[src/rtl/cdc_rd_drain.sv]
// rtl/cdc_rd_drain.sv - read-side drain: pops the CDC FIFO eagerly into a local buffer
// Downstream backpressure never stalls the CDC pop while the local buffer has room.
module cdc_rd_drain #(
  parameter int WIDTH         = 8,
  parameter int DEPTH         = 4,
  parameter int FLOPS_NOT_MEM = 0
) (
  input  logic                       i_clk,
  input  logic                       i_rst,
  input  logic                       i_cg,
  input  logic                       i_cdcEmpty,
  output logic                       o_cdcPop,
  input  logic [WIDTH-1:0]           i_cdcData,
  output logic                       o_valid,
  input  logic                       i_ready,
  output logic [WIDTH-1:0]           o_data,
  output logic [$clog2(DEPTH+1)-1:0] o_nEntries
);

  localparam int PW = $clog2(DEPTH);
  localparam int CW = $clog2(DEPTH+1);
  localparam logic [CW-1:0] FULL_CNT = CW'(DEPTH);

  logic [PW-1:0]    r_wr_ptr;
  logic [PW-1:0]    r_rd_ptr;
  logic [CW-1:0]    r_count;
  logic             w_take;
  logic             w_give;
  logic [WIDTH-1:0] w_rd_data;

  assign o_valid    = (r_count != '0);
  assign o_nEntries = r_count;
  assign w_give     = i_cg && o_valid && i_ready;
  // Popping while full is safe only because the same edge drains a word.
  assign w_take     = i_cg && !i_rst && !i_cdcEmpty &&
                      ((r_count < FULL_CNT) || (o_valid && i_ready));
  assign o_cdcPop   = w_take;
  assign o_data     = w_rd_data;

  always_ff @(posedge i_clk) begin
    if (i_rst) begin
      r_wr_ptr <= '0;
      r_rd_ptr <= '0;
      r_count  <= '0;
    end else begin
      if (w_take) r_wr_ptr <= r_wr_ptr + 1'b1;
      if (w_give) r_rd_ptr <= r_rd_ptr + 1'b1;
      case ({w_take, w_give})
        2'b10:   r_count <= r_count + 1'b1;
        2'b01:   r_count <= r_count - 1'b1;
        default: r_count <= r_count;
      endcase
    end
  end

  generate
    if (FLOPS_NOT_MEM != 0) begin : g_flops
      logic [DEPTH-1:0][WIDTH-1:0] r_regs;

      always_ff @(posedge i_clk) begin
        for (int i = 0; i < DEPTH; i++) begin
          if (w_take && (r_wr_ptr == PW'(i))) r_regs[i] <= i_cdcData;
        end
      end

      always_comb begin
        w_rd_data = '0;
        for (int i = 0; i < DEPTH; i++) begin
          if (r_rd_ptr == PW'(i)) w_rd_data = r_regs[i];
        end
      end
    end else begin : g_mem
      logic [WIDTH-1:0] r_mem [DEPTH];

      always_ff @(posedge i_clk) begin
        if (w_take) r_mem[r_wr_ptr] <= i_cdcData;
      end

      assign w_rd_data = r_mem[r_rd_ptr];
    end
  endgenerate

endmodule
[config.mk]
export PLATFORM = sky130hd
export DESIGN_NAME = cdc_rd_drain
export DESIGN_NICKNAME = d
export VERILOG_FILES = /design/src/rtl/cdc_rd_drain.sv
export SDC_FILE = /design/constraint.sdc
export NUM_CORES = 1
export LEC_CHECK = 0
export CORE_UTILIZATION = 56
export DETAILED_ROUTE_END_ITERATION = 8
export GPL_ROUTABILITY_DRIVEN = 0
export GPL_TIMING_DRIVEN = 0
export PLACE_DENSITY = 0.9
export SLEW_MARGIN = 10
export SYNTH_ARGS = -nofsm -noshare
export SYNTH_HDL_FRONTEND = slang
export SYNTH_SLANG_ARGS = --single-unit
[constraint.sdc]
create_clock -name i_clk -period 4.7 [get_ports i_clk]
set_input_delay 0.94 -clock i_clk [delete_from_list [all_inputs] [get_ports i_clk]]
set_output_delay 0.94 -clock i_clk [all_outputs]
set_load 0.05 [all_outputs]
==> out/metrics.cfg <==
[run_status]
outcome=finished, final reports clean

[timing]
fin_tns_setup_ns=0
clock.fmax_mhz=268.8
timing.final.max_slew_violations=0
finalCritPeriodShare=0.7914
setup_repair_after_global_routing_missed_its_margin=no
fin_worst_skew_ns=0.008201
worst_tran_pin_value_ns=0.5169
final_period_minus_worst_setup_slack_ns=3.720
finalHoldViolCount=0
report.final.setup_viol=0
relSlewSlack=0.6543

[global_routing]
groute.usage.overall=0.1970
globalRouteOverflowTotal=0
grt_start_max_net_pins=13
top_usage_layer=met2
gr-usage-met1=0.2374
first_global_vias=888
met3_track_usage_gr=0.05530
grt.met2_usage=0.3044
grt_first_pass_wirelength_microns=4305
antenna_found_initial=0

[detailed_routing]
drtPass1Iterations=4
avgRoutedWirePerCell_microns=16.99
route.vias.total=885
routed_wirelength_microns=2684
detail_route.iter0.violations=21
antenna_violating_nets_post_route=0
viasPerCell=5.601
detail_route.drc_violations=0

[worst_setup_path]
startpoint_types=input port
critPathSlowestCell=clkdlybuf4s50_1
worstPathCellList=clkdlybuf4s50_1 > nand2b_1 > nor3_2 > clkdlybuf4s50_1
critical_path.reg2reg.startpoint=o_nEntries[2]
worst_path_most_repeated_cell=clkdlybuf4s50_1
timing.critical_path.fanout_max=6
reg2reg_depth=9
highest_cell_delay_on_the_worst_timing_path_ns=0.87
critPathKind=input port to output port
reg2reg_to=o_nEntries[2]
crit_required_ns=3.76
worst-r2r-setup-slack_ns=2.62
timing.critical_path.arrival_ns=2.78
timing.critical_path.to_type=output port

[clock_tree]
htreeDepth=2
cts_resized=0
numCtsBuffers=5
cts.hold.buffers_added=0
post-cts-setup-buffers=0
cts-root-to-sink-buffers=2
clk-insertion-delay-late_ns=0.34
cts.sinks=41
cts_tree=yes
clk_pin_slew_worst_paths_ns=0.11
cts_root_buffer=clkbuf_4

[logic_synthesis]
postSynthRegisterBits=41
synthesis.instances=95
synth_edf_count=32
share_of_cell_area_taken_by_muxes_after_synthesis=0.1087
syn_area_sq_um=1658
synth_largest_type_area_fraction=0.5796
synthTopCellsByCount=edfxtp_1, dfxtp_1, mux4_2, inv_1, nor2_1
synth_simple_gate_area_frac=0.06717
synth_sequential_area_ratio=0.6883
synth_async_sr_flop_share=0
fraction_of_synthesized_cell_area_in_xor_and_xnor_cells=0.01585
combinational_family_with_the_most_area_after_synthesis=multiplexers
yosys.cell_types.count=23
avgSynthCellArea_sq_um=17.45
synthesis.nets=114
synth_compound_area_frac=0.04679
yosysWarningCount=0
postSynth.topFlopCell=edfxtp_1
synth.top_cells.by_area=edfxtp_1, dfxtp_1, mux4_2, ha_1, and2_1
synthMostInstantiatedCell=edfxtp_1
cell_type_with_the_highest_aggregate_area_in_the_netlist=edfxtp_1
post_synth_fa_ha_maj_area_fraction=0.04981

[pwr]
worst_vdd_rail_ir_drop_mv=0.2627
power_density_nw_per_um2=327.4
static_leakage_nw=0.6520

[die]
floorplan.rows=19
starting_density_of_the_core=0.5960
design.portCount=26
die_w_microns=56.41
die_height_microns=56.41
core_region_area_sq_um=2781
floorplan.die_area_sq_um=3182

[min_path]
holdCritStartpoint=r_wr_ptr[0]
hold-path-cell-count=2
path_category_of_the_worst_min_delay_check=flip-flop to flip-flop
worstHoldEndpoint=r_wr_ptr[0]

[finish]
syn_to_final_growth_pct=20.45
area_occupied_by_multi_input_gates_sq_um=478.0
drive_gt1_frac=0.1732
finish.net_count=145
final.fill_count=183
register_area_sq_um=1141
finish.cell_count_without_fillers=158
n_antenna_cell=0

[job]
maxCapViolCount=0

[place]
post-dp-hpwl_microns=1955
dpl.cell_count=150
numPortBuffers=24

[registers in the layout, indices dropped and copies added, names as in the netlist, named ones only]
register	count
g_mem.r_mem	32
o_nEntries	3
r_rd_ptr	2
r_wr_ptr	2
[layer usage]
| layer | vias up | routed length [microns] |
|---|---|---|
| li1 | 420 | - |
| met1 | 428 | 1113 |
| met2 | 26 | 1355 |
| met3 | 11 | 112 |
| met4 | 0 | 103 |
| met5 | - | 0 |
[cell type report]
cell class                 count  share of cell area
tap                           31             0.01942
multi-input combinational     45              0.2393
clock buffer                   6             0.02569
buffer                         3            0.008145
timing repair buffer          24              0.1203
sequential                    41              0.5714
inverter                       6             0.01128
clock inverter                 2            0.004386
[critical path, delay by kind of cell]
| kind | cells | cell delay, ns |
|---|---|---|
| buf+inv | 2 | 1.38 |
| simple gates | 2 | 0.46 |
[how the worst max path moves through the flow]
stage | slack, ns | depth (start not counted) | to | startpoint
3_3_place_gp | 1.05 | 4 | o_cdcPop | i_cg
5_1_grt | 0.89 | 4 | o_cdcPop | i_cg
6_report | 0.98 | 4 | o_cdcPop | i_cg
3_5_place_dp | 0.98 | 4 | o_cdcPop | i_cg
2_1_floorplan | 1.69 | 9 | o_nEntries[2] | i_cdcEmpty
4_1_cts | 0.97 | 4 | o_cdcPop | i_cg
[cells in the final DEF (no fill, tap or decap), drive strengths merged]
master / synthesis / layout
edfxtp: 32 / 32
fa: 1 / 1
clkdlybuf4s50: 0 / 24
xnor2: 1 / 1
or3: 3 / 3
nor2: 6 / 6
o21ai: 3 / 3
mux4: 8 / 8
xor2: 2 / 2
a31o: 1 / 1
and2: 4 / 4
nor2b: 1 / 1
or3b: 1 / 1
buf: 2 / 2
nand2b: 2 / 2
ha: 5 / 5
dfxtp: 9 / 9
a21oi: 5 / 5
inv: 6 / 6
nor3: 1 / 1
o311a: 1 / 1
clkinv: 0 / 2
clkbuf: 1 / 7
[power by group]
| part | switching [mW] | total, mW | internal (mW) |
|---|---|---|---|
| Sequential | 0.00437 | 0.401 | 0.396 |
| Clock | 0.106 | 0.177 | 0.0704 |
| Combinational | 0.0444 | 0.0765 | 0.0322 |
| Total | 0.155 | 0.654 | 0.499 |
[per-stage QoR]
step	util	setup WS, ns	area, sq um	power (mW)	hold slack [ns]
2_1_floorplan	-	1.694	1658	0.4556	0.4918
3_3_place_gp	0.6964	1.049	1937	0.4824	0.5082
3_5_place_dp	0.6964	0.9839	1937	0.4862	0.5399
4_1_cts	0.7179	0.9737	1997	0.6608	0.5563
5_1_grt	0.7179	0.8880	1997	0.6775	0.6056
6_report	0.7179	0.9804	1997	0.6539	0.5546
[logic make-up (layout without fill, tap and decap cells)]
group / count (synthesis) / count (layout)
flops: 41 / 41
simple gates: 18 / 18
compound gates: 10 / 10
buf+inv: 9 / 41
mux: 8 / 8
fa+ha+maj: 6 / 6
xor+xnor: 3 / 3
Power figures use the tool's default switching activity.
